**src/rtl/dmem_arbiter_if.sv**
```systemverilog
// Requester and memory-port signals of the two-port data-memory arbiter.
// The arbiter connects through the slave modport; the requesters and memory side use master.
interface dmem_arbiter_if #(
    parameter int ADDR_W = 8,
    parameter int DATA_W = 16
);
    logic              req0;
    logic              we0;
    logic [ADDR_W-1:0] addr0;
    logic [DATA_W-1:0] wdata0;
    logic              req1;
    logic              we1;
    logic [ADDR_W-1:0] addr1;
    logic [DATA_W-1:0] wdata1;
    logic              gnt0;
    logic              gnt1;
    logic              done0;
    logic              done1;
    logic              err;
    logic [DATA_W-1:0] rdata;
    logic              busy;
    logic              mem_read;
    logic              mem_write;
    logic [ADDR_W-1:0] mem_addr;
    logic [DATA_W-1:0] mem_wdata;
    logic [DATA_W-1:0] mem_rdata;

    // Handshake: a requester raises req with we/addr/wdata stable and holds them
    // until its done pulse; gnt marks ownership from grant through done.
    modport slave (
        input  req0, we0, addr0, wdata0, req1, we1, addr1, wdata1, mem_rdata,
        output gnt0, gnt1, done0, done1, err, rdata, busy,
               mem_read, mem_write, mem_addr, mem_wdata
    );

    modport master (
        output req0, we0, addr0, wdata0, req1, we1, addr1, wdata1, mem_rdata,
        input  gnt0, gnt1, done0, done1, err, rdata, busy,
               mem_read, mem_write, mem_addr, mem_wdata
    );
endinterface

```
**src/rtl/dmem_arbiter.sv**
```systemverilog
// Two-requester arbiter/sequencer for the 16-bit data memory (IDLE -> ACCESS -> DONE).
// Define DMEM_ARB_RR_EN for round-robin arbitration; default is fixed priority (req0 first).
module dmem_arbiter #(
    parameter int                ADDR_W   = 8,
    parameter int                DATA_W   = 16,
    parameter logic [ADDR_W-1:0] TOP_ADDR = 8'hFF
) (
    input  logic          clk,
    input  logic          reset_n,
    dmem_arbiter_if.slave bus
);
    typedef enum logic [1:0] {S_IDLE, S_ACCESS, S_DONE} state_t;

    state_t            state_q, state_d;
    logic              owner_q, owner_d;
    logic              we_q, we_d;
    logic [ADDR_W-1:0] addr_q, addr_d;
    logic [DATA_W-1:0] wdata_q, wdata_d;
    logic              gnt0_q, gnt0_d;
    logic              gnt1_q, gnt1_d;
    logic              done0_q, done0_d;
    logic              done1_q, done1_d;
    logic              err_q, err_d;
    logic [DATA_W-1:0] rdata_q, rdata_d;
    logic              busy_q, busy_d;
    logic              mem_read_q, mem_read_d;
    logic              mem_write_q, mem_write_d;
    logic [ADDR_W-1:0] mem_addr_q, mem_addr_d;
    logic [DATA_W-1:0] mem_wdata_q, mem_wdata_d;
    logic              win1;
    logic              sel_we;
    logic [ADDR_W-1:0] sel_addr;
    logic [DATA_W-1:0] sel_wdata;

`ifdef DMEM_ARB_RR_EN
    logic last_q, last_d;

    // On contention the requester that was not served last wins.
    always_comb begin
        win1 = bus.req1 && (!bus.req0 || !last_q);
    end
`else
    always_comb begin
        win1 = bus.req1 && !bus.req0;
    end
`endif

    always_comb begin
        sel_we    = win1 ? bus.we1    : bus.we0;
        sel_addr  = win1 ? bus.addr1  : bus.addr0;
        sel_wdata = win1 ? bus.wdata1 : bus.wdata0;
    end

    always_comb begin
        state_d     = state_q;
        owner_d     = owner_q;
        we_d        = we_q;
        addr_d      = addr_q;
        wdata_d     = wdata_q;
        gnt0_d      = gnt0_q;
        gnt1_d      = gnt1_q;
        err_d       = err_q;
        rdata_d     = rdata_q;
        busy_d      = busy_q;
        done0_d     = 1'b0;
        done1_d     = 1'b0;
        mem_read_d  = 1'b0;
        mem_write_d = 1'b0;
        mem_addr_d  = '0;
        mem_wdata_d = '0;
`ifdef DMEM_ARB_RR_EN
        last_d      = last_q;
`endif
        case (state_q)
            S_IDLE: begin
                if (bus.req0 || bus.req1) begin
                    state_d     = S_ACCESS;
                    owner_d     = win1;
                    we_d        = sel_we;
                    addr_d      = sel_addr;
                    wdata_d     = sel_wdata;
                    gnt0_d      = !win1;
                    gnt1_d      = win1;
                    busy_d      = 1'b1;
                    // Strobes are registered here so they are high exactly during ACCESS.
                    mem_read_d  = !sel_we && (sel_addr != TOP_ADDR);
                    mem_write_d = sel_we && (sel_addr != TOP_ADDR);
                    mem_addr_d  = sel_addr;
                    mem_wdata_d = sel_wdata;
`ifdef DMEM_ARB_RR_EN
                    last_d      = win1;
`endif
                end
            end
            S_ACCESS: begin
                state_d = S_DONE;
                err_d   = (addr_q == TOP_ADDR);
                done0_d = !owner_q;
                done1_d = owner_q;
                if (addr_q == TOP_ADDR) begin
                    rdata_d = '0;
                end else if (!we_q) begin
                    rdata_d = bus.mem_rdata;
                end
            end
            S_DONE: begin
                state_d = S_IDLE;
                gnt0_d  = 1'b0;
                gnt1_d  = 1'b0;
                err_d   = 1'b0;
                busy_d  = 1'b0;
            end
            default: begin
                state_d = S_IDLE;
                gnt0_d  = 1'b0;
                gnt1_d  = 1'b0;
                err_d   = 1'b0;
                busy_d  = 1'b0;
            end
        endcase
    end

    always_ff @(posedge clk or negedge reset_n) begin
        if (!reset_n) begin
            state_q     <= S_IDLE;
            owner_q     <= 1'b0;
            we_q        <= 1'b0;
            addr_q      <= '0;
            wdata_q     <= '0;
            gnt0_q      <= 1'b0;
            gnt1_q      <= 1'b0;
            done0_q     <= 1'b0;
            done1_q     <= 1'b0;
            err_q       <= 1'b0;
            rdata_q     <= '0;
            busy_q      <= 1'b0;
            mem_read_q  <= 1'b0;
            mem_write_q <= 1'b0;
            mem_addr_q  <= '0;
            mem_wdata_q <= '0;
`ifdef DMEM_ARB_RR_EN
            last_q      <= 1'b0;
`endif
        end else begin
            state_q     <= state_d;
            owner_q     <= owner_d;
            we_q        <= we_d;
            addr_q      <= addr_d;
            wdata_q     <= wdata_d;
            gnt0_q      <= gnt0_d;
            gnt1_q      <= gnt1_d;
            done0_q     <= done0_d;
            done1_q     <= done1_d;
            err_q       <= err_d;
            rdata_q     <= rdata_d;
            busy_q      <= busy_d;
            mem_read_q  <= mem_read_d;
            mem_write_q <= mem_write_d;
            mem_addr_q  <= mem_addr_d;
            mem_wdata_q <= mem_wdata_d;
`ifdef DMEM_ARB_RR_EN
            last_q      <= last_d;
`endif
        end
    end

    assign bus.gnt0      = gnt0_q;
    assign bus.gnt1      = gnt1_q;
    assign bus.done0     = done0_q;
    assign bus.done1     = done1_q;
    assign bus.err       = err_q;
    assign bus.rdata     = rdata_q;
    assign bus.busy      = busy_q;
    assign bus.mem_read  = mem_read_q;
    assign bus.mem_write = mem_write_q;
    assign bus.mem_addr  = mem_addr_q;
    assign bus.mem_wdata = mem_wdata_q;
endmodule

```
**src/flat_wrapper.sv**
```systemverilog
// flat-port wrapper written by rule: the top's interface ports become plain ports
module dmem_arbiter_flat 
#(
    parameter int                ADDR_W   = 8,
    parameter int                DATA_W   = 16,
    parameter logic [ADDR_W-1:0] TOP_ADDR = 8'hFF
)
  (clk, reset_n, bus_req0, bus_we0, bus_addr0, bus_wdata0, bus_req1, bus_we1, bus_addr1, bus_wdata1, bus_mem_rdata, bus_gnt0, bus_gnt1, bus_done0, bus_done1, bus_err, bus_rdata, bus_busy, bus_mem_read, bus_mem_write, bus_mem_addr, bus_mem_wdata);
  dmem_arbiter_if #(.ADDR_W(ADDR_W), .DATA_W(DATA_W)) bus_i ();
  input  logic clk;
  input  logic reset_n;
  input wire logic [$bits(bus_i.req0)-1:0] bus_req0;
  input wire logic [$bits(bus_i.we0)-1:0] bus_we0;
  input wire logic [$bits(bus_i.addr0)-1:0] bus_addr0;
  input wire logic [$bits(bus_i.wdata0)-1:0] bus_wdata0;
  input wire logic [$bits(bus_i.req1)-1:0] bus_req1;
  input wire logic [$bits(bus_i.we1)-1:0] bus_we1;
  input wire logic [$bits(bus_i.addr1)-1:0] bus_addr1;
  input wire logic [$bits(bus_i.wdata1)-1:0] bus_wdata1;
  input wire logic [$bits(bus_i.mem_rdata)-1:0] bus_mem_rdata;
  output wire logic [$bits(bus_i.gnt0)-1:0] bus_gnt0;
  output wire logic [$bits(bus_i.gnt1)-1:0] bus_gnt1;
  output wire logic [$bits(bus_i.done0)-1:0] bus_done0;
  output wire logic [$bits(bus_i.done1)-1:0] bus_done1;
  output wire logic [$bits(bus_i.err)-1:0] bus_err;
  output wire logic [$bits(bus_i.rdata)-1:0] bus_rdata;
  output wire logic [$bits(bus_i.busy)-1:0] bus_busy;
  output wire logic [$bits(bus_i.mem_read)-1:0] bus_mem_read;
  output wire logic [$bits(bus_i.mem_write)-1:0] bus_mem_write;
  output wire logic [$bits(bus_i.mem_addr)-1:0] bus_mem_addr;
  output wire logic [$bits(bus_i.mem_wdata)-1:0] bus_mem_wdata;
  assign bus_i.req0 = bus_req0;
  assign bus_i.we0 = bus_we0;
  assign bus_i.addr0 = bus_addr0;
  assign bus_i.wdata0 = bus_wdata0;
  assign bus_i.req1 = bus_req1;
  assign bus_i.we1 = bus_we1;
  assign bus_i.addr1 = bus_addr1;
  assign bus_i.wdata1 = bus_wdata1;
  assign bus_i.mem_rdata = bus_mem_rdata;
  assign bus_gnt0 = bus_i.gnt0;
  assign bus_gnt1 = bus_i.gnt1;
  assign bus_done0 = bus_i.done0;
  assign bus_done1 = bus_i.done1;
  assign bus_err = bus_i.err;
  assign bus_rdata = bus_i.rdata;
  assign bus_busy = bus_i.busy;
  assign bus_mem_read = bus_i.mem_read;
  assign bus_mem_write = bus_i.mem_write;
  assign bus_mem_addr = bus_i.mem_addr;
  assign bus_mem_wdata = bus_i.mem_wdata;
  dmem_arbiter #(.ADDR_W(ADDR_W), .DATA_W(DATA_W), .TOP_ADDR(TOP_ADDR)) u_core (.clk(clk), .reset_n(reset_n), .bus(bus_i));
endmodule
```
**config.mk**
```make
export PLATFORM = sky130hd
export DESIGN_NAME = dmem_arbiter_flat
export DESIGN_NICKNAME = d
export VERILOG_FILES = /design/src/rtl/dmem_arbiter_if.sv /design/src/rtl/dmem_arbiter.sv /design/src/flat_wrapper.sv
export SDC_FILE = /design/constraint.sdc
export NUM_CORES = 1
export LEC_CHECK = 0
export CORE_ASPECT_RATIO = 0.9
export CORE_UTILIZATION = 42
export CTS_CLUSTER_SIZE = 25
export DETAILED_ROUTE_END_ITERATION = 6
export PLACE_DENSITY = 0.8
export SYNTH_ARGS = -nofsm -noshare
export SYNTH_HDL_FRONTEND = slang
export SYNTH_SLANG_ARGS = --single-unit
```
**constraint.sdc**
```tcl
create_clock -name clk -period 1.68 [get_ports clk]
set_input_delay 0.336 -clock clk [delete_from_list [all_inputs] [get_ports clk]]
set_output_delay 0.336 -clock clk [all_outputs]
set_load 0.05 [all_outputs]
```
==> impl_metrics.py, run 1 <==
metrics = {
    "run_status": {
        "outcome": "finished, violations left",
        "violations": "hold timing",
    },
    "synth": {
        "muxShareOfSynthArea": 0.0598,
        "seq_area_frac_synth": 0.560,
        "synth_simple_gate_area_frac": 0.0915,
        "synthFlopType": "dfrtp_1",
        "synth_edf_count": 0,
        "synth_top_family_by_area": "compound AO/OA/AOI/OAI gates",
        "synthesis.nets": 303,
        "synth_compound_gate_area_share": 0.207,
        "synthAdderAreaFrac": 0,
        "syn_inst": 233,
        "synth_area_per_cell_um2": 11.5,
        "synth.distinct_cells": 34,
        "synth_seq_cells": 60,
        "ys_warn_count": 0,
        "async_flop_share": 1.00,
        "yosys.area_share.xor_xnor": 0,
        "synthesis.area_um2": 2680,
    },
    "clock_network": {
        "cts_made_buffers": 9,
        "post-cts-setup-buffer-count": 0,
        "clk_pin_slew_ps": 60,
        "cts_resized": 0,
        "cts_tree": "done",
        "cts.sinks": 60,
        "clock_path_buffers": 2,
        "cts_hold_buf": 0,
        "clkLatencyLatePin_ps": 340,
        "cts-htree-levels": 3,
        "cts_root_buf": "clkbuf_8",
    },
    "floorplan": {
        "initial_core_util": 0.436,
        "die_w_um": 86.2,
        "die_y_um": 77.8,
        "placementRows": 27,
        "coreArea_um2": 6150,
        "die_area_um2": 6700,
        "ios": 118,
    },
    "pwr": {
        "power_mw": 7.93,
        "leakagePower_nw": 2.01,
        "ir_drop_mv": 0.819,
        "power_density_nw_per_um2": 1920,
    },
    "critical_path": {
        "worstPathRequired_ps": 1880,
        "crit_chain": "clkdlybuf4s50_1, nand2b_1, mux2i_1, mux2i_1",
        "critPathLaunchType": "input pin",
        "r2r_cells": 3,
        "reg2reg_to": "u_core.bus.rdata[5]",
        "crit_top_cell": "mux2i_1",
        "path_delay_family": "buffers and inverters",
        "path_class": "input pin to flop",
        "end_kind": "flop",
        "crit_buf_inv": 1,
        "rrSetupSlack_ps": 300,
        "slowest_delay_ps": 540,
        "cp_slowest_cell": "clkdlybuf4s50_1",
        "r2r_start": "u_core.addr_q[3]",
        "crit_fanout": 5,
        "cp.arrival_ps": 1600,
    },
    "global_routing": {
        "grt_pass1_wl_um": 10600,
        "antenna_found_initial": 0,
        "grt_max_degree": 61,
        "grt_pass1_vias": 2225,
        "grt_usage": 0.209,
        "overflow": 0,
    },
    "routing": {
        "via_per_inst": 4.90,
        "drc": 0,
        "dr.pass1.iters": 4,
        "drt_wl_total_um": 6360,
        "via_count": 2216,
        "routedWlPerCell_um": 14.1,
        "drtAntennaViolNets": 0,
        "drtIter0Drc": 82,
    },
    "sta": {
        "clock_skew_ps": 6.12,
        "period_needed_ps": 1400,
        "fin_crit_sh": 0.833,
        "worst_pin_slew_ps": 614,
        "holdWs_ps": -12.3,
        "slew_headroom": 0.588,
        "max_clock_freq_ghz": 0.714,
        "hold_viol": 4,
        "setup_tns_ps": 0,
        "finalMaxSlewViolations": 0,
        "grt_setup_unrepaired": "no",
        "setup_violations": 0,
    },
    "final_layout": {
        "num-nets-final": 430,
        "antenna_cells": 0,
        "layout_common_cells": "clkdlybuf4s50_1, buf_4, dfrtp_1",
        "areaGrowthSynthToFinish_pct": 53.9,
        "final_common_cell": "clkdlybuf4s50_1",
        "drive_gt1_frac": 0.266,
    },
    "job": {
        "max_cap_viol_count": 0,
    },
    "place": {
        "place.gp.congestion": 0.853,
        "port_buffers": 117,
        "place_hpwl_um": 4620,
    },
    "worst_hold_path": {
        "hold_class": "input pin to async pin",
    },
}
cell type report:
class / count / area (µm²)
sequential: 60 / 1500
tap: 87 / 109
fill: 484 / 2020
timing repair buffer: 133 / 1190
clock buffer: 12 / 155
multi-input combinational: 126 / 960
clock inverter: 4 / 95.1
inverter: 30 / 113
registers in the layout, summed over array words and instances, names as in the netlist, 2 cells and up:
register and cells:
u_core.bus.mem_wdata 16, u_core.addr_q 8, u_core.bus.mem_addr 8, u_core.bus.rdata 16, u_core.state_q 2
how the worst max path moves through the flow:
stage / from / end / slack (ps) / cells after the start
2_1_floorplan: u_core.state_q[1] / u_core.bus.mem_wdata[10] / 370 / 4
3_3_place_gp: bus_req0 / u_core.addr_q[5] / 7 / 4
3_5_place_dp: bus_req0 / u_core.addr_q[5] / -50 / 4
4_1_cts: u_core.addr_q[6] / u_core.bus.rdata[5] / 270 / 3
5_1_grt: u_core.state_q[1] / u_core.bus.mem_wdata[11] / 190 / 4
6_report: bus_req0 / u_core.addr_q[5] / 280 / 4
Yosys cell counts (all sizes together) (2+ instances only):
master  number  area, µm²
nor2        11       43.8
dfrtp       60       1500
nand4        6       50.0
buf         13       91.3
nand2b       4       25.0
mux2i       16        160
a21oi        4       20.0
o21ai        4       23.8
a22o        16        140
a31oi        2       12.5
nor2b        4       25.0
and2         2       12.5
clkbuf       4       15.0
inv         30        113
nand2       16       60.1
o211ai      34        319
power by group:
group          internal (mW)  switching (mW)  leakage (nW)
Sequential              2.00           0.385         0.738
Clock                   1.06           0.545         0.127
Combinational           1.42            2.51          1.14
logic make-up (layout without fill, tap and decap cells):
kind of cell,after synthesis,after routing
AND/OR/NAND/NOR,45,45
AO/OA/AOI/OAI,65,65
buffers and inverters,47,179
multiplexers,16,16
flip-flops,60,60
through the flow:
step	util	instance area [µm²]	std cells	setup WS, ps
floorplan	-	2680	233	371
global placement	0.630	3870	436	7.14
detailed placement	0.630	3870	436	-50.2
CTS	0.671	4120	452	271
global route	0.671	4120	452	191
finish	0.671	4120	452	280
metal layers:
| metal | global-route usage | up-vias | wire length, µm |
|---|---|---|---|
| li1 | - | 1070 | - |
| met1 | 0.272 | 1026 | 2760 |
| met2 | 0.318 | 107 | 2990 |
| met3 | 0.0745 | 13 | 496 |
| met4 | 0.0833 | 0 | 121 |
| met5 | 0 | - | 0 |
Note: power is estimated with default switching activity, not from simulation.
==> run 2, diff against run 1 <==
clock period = 1.3 ns   (was 1.68 ns; I/O delays follow)
==> run 2 against run 1 <==
The run now ends clean. Critical path depth stayed put. Power is 52% higher. Global-route usage is 0.47 points higher. Worst hold slack better by 460 ps. Clock power is 29% higher. Register-to-register slack worse by 270 ps. Die area stayed put. Via count is 3.4% higher. Cell count is 1.5% higher. Routed wire length is 5.8% higher. Non-clock buffer count is 7 higher. Critical path type is now flop to flop.
==> impl_metrics.py, run 2 (synthesis results as in run 1) <==
metrics = {
    "global_routing": {
        "antenna_found_initial": 0,
        "grt_usage": 0.214,
        "overflow": 0,
        "grt_pass1_vias": 2379,
        "grt_max_degree": 61,
        "grt_pass1_wl_um": 11000,
    },
    "sta": {
        "finalMaxSlewViolations": 0,
        "max_clock_freq_ghz": 0.786,
        "hold_viol": 0,
        "clock_skew_ps": 5.19,
        "fin_crit_sh": 0.978,
        "slew_headroom": 0.787,
        "worst_pin_slew_ps": 320,
        "setup_violations": 0,
        "period_needed_ps": 1270,
        "grt_setup_unrepaired": "yes",
    },
    "routing": {
        "dr.pass1.iters": 4,
        "drtIter0Drc": 88,
        "drc": 0,
        "drtAntennaViolNets": 0,
        "routedWlPerCell_um": 14.7,
        "via_per_inst": 4.99,
        "via_count": 2291,
        "drt_wl_total_um": 6730,
    },
    "floorplan": {
        "ios": 118,
        "die_w_um": 86.2,
        "coreArea_um2": 6150,
        "initial_core_util": 0.436,
        "placementRows": 27,
        "die_y_um": 77.8,
        "die_area_um2": 6700,
    },
    "final_layout": {
        "drive_gt1_frac": 0.301,
        "antenna_cells": 0,
        "fin_area_um2": 4850,
        "num-nets-final": 437,
        "final_common_cell": "clkdlybuf4s50_1",
        "register_area_um2": 1500,
        "layout_common_cells": "clkdlybuf4s50_1, dfrtp_1, buf_12",
        "multi_input_area_um2": 997,
        "areaGrowthSynthToFinish_pct": 81.0,
        "final_core_util": 0.789,
        "fillers": 362,
    },
    "clock_network": {
        "clk_pin_slew_ps": 60,
        "cts.sinks": 60,
        "clkLatencyLatePin_ps": 320,
        "cts_made_buffers": 9,
        "clock_path_buffers": 2,
        "cts_tree": "done",
        "cts-htree-levels": 3,
        "cts_root_buf": "clkbuf_8",
    },
    "critical_path": {
        "end_kind": "flop",
        "r2r_cells": 4,
        "critPathLaunchType": "flop",
        "cp.arrival_ps": 1480,
        "path_class": "flop to flop",
        "worstPathRequired_ps": 1510,
        "crit_fanout": 8,
    },
    "place": {
        "place_hpwl_um": 4970,
        "port_buffers": 117,
        "place.gp.congestion": 0.784,
        "dpl-instance-area_um2": 4510,
    },
    "worst_hold_path": {
        "hold_class": "flop to flop",
        "hold_depth": 1,
    },
    "pwr": {
        "power_density_nw_per_um2": 2480,
        "leakagePower_nw": 2.24,
        "ir_drop_mv": 1.05,
    },
    "job": {
        "max_cap_viol_count": 0,
    },
    "run_status": {
        "outcome": "finished, final reports clean",
    },
}
run 2: cell count changes in the layout (fill, tap and decap cells not counted), moves of 2 or more:
cell      before  now
buf_12         2   51
dfrtp_2        0    2
buf_4         62   15
mux2i_1       16   12
nand2b_1       4    2
buf_6          0    3
mux2i_2        0    4
dfrtp_1       60   58
run 2: cell type report:
class / count / area share
multi-input cells: 126 / 0.206
repair buffers: 140 / 0.387
clock inverters: 4 / 0.0196
clock buffers: 12 / 0.0320
inverters: 30 / 0.0232
flip-flops and latches: 60 / 0.310
well taps: 87 / 0.0224
run 2: metrics by stage:
stage	hold WS, ps	instances	setup TNS [ps]	power, mW	setup WS, ps
floorplan	-35.6	233	-72.7	6.66	-8.07
global placement	290	441	-9550	9.68	-274
detailed placement	288	441	-11920	9.85	-356
CTS	456	459	0	12.0	1.83
global route	475	459	-34.7	12.7	-16.1
finish	451	459	0	12.0	28.4
run 2: what timing repair did:
action / CTS / global route
pin swaps: 1 / 4
setup buffers: 1 / 0
setup endpoints to repair: 20 / 26
endpoints found under the hold margin: 60 / 0
gates resized for setup: 3 / 12
hold buffers: 1 / 0
run 2: critical path, cell delays in order (launching register included):
cell and delay, ps:
dfrtp_2 480, nor2_2 80, and2_0 200, buf_4 170, a22o_1 230
run 2: routing by layer:
metal  wire length (µm)  part of all wire  track usage  vias to the layer above
li1                   -                 -            -                     1084
met1               2930              0.43        0.274                     1095
met2               3290              0.49        0.343                      102
met3                441             0.066       0.0723                       10
met4                 70             0.010       0.0633                        0
met5                  0                 0            0                        -
run 2: report_power, final:
group	switching [mW]	total, mW	leakage [nW]	internal (mW)
Clock	0.695	2.07	0.127	1.38
Sequential	0.796	3.39	0.736	2.59
Combinational	3.35	6.58	1.38	3.23
Total	4.84	12.0	2.24	7.20
run 2: worst paths after layout:
check / slack (ps) / startpoint / end
setup reg to reg: 30 / u_core.state_q[0] / u_core.bus.mem_wdata[0]
max in group asynchronous: 530 / reset_n / u_core.state_q[0]
setup / recovery: 30 / u_core.state_q[0] / u_core.bus.mem_wdata[0]
hold / removal: 450 / u_core.owner_q / u_core.bus.done0
min in group asynchronous: 480 / reset_n / u_core.bus.rdata[5]
hold reg to reg: 450 / u_core.owner_q / u_core.bus.done0
==> run 3, diff against run 2 <==
CTS_CLUSTER_DIAMETER = 50   (was default)
==> results of run 3 <==
Final layout, timing and power as in run 2 (identical DEF).
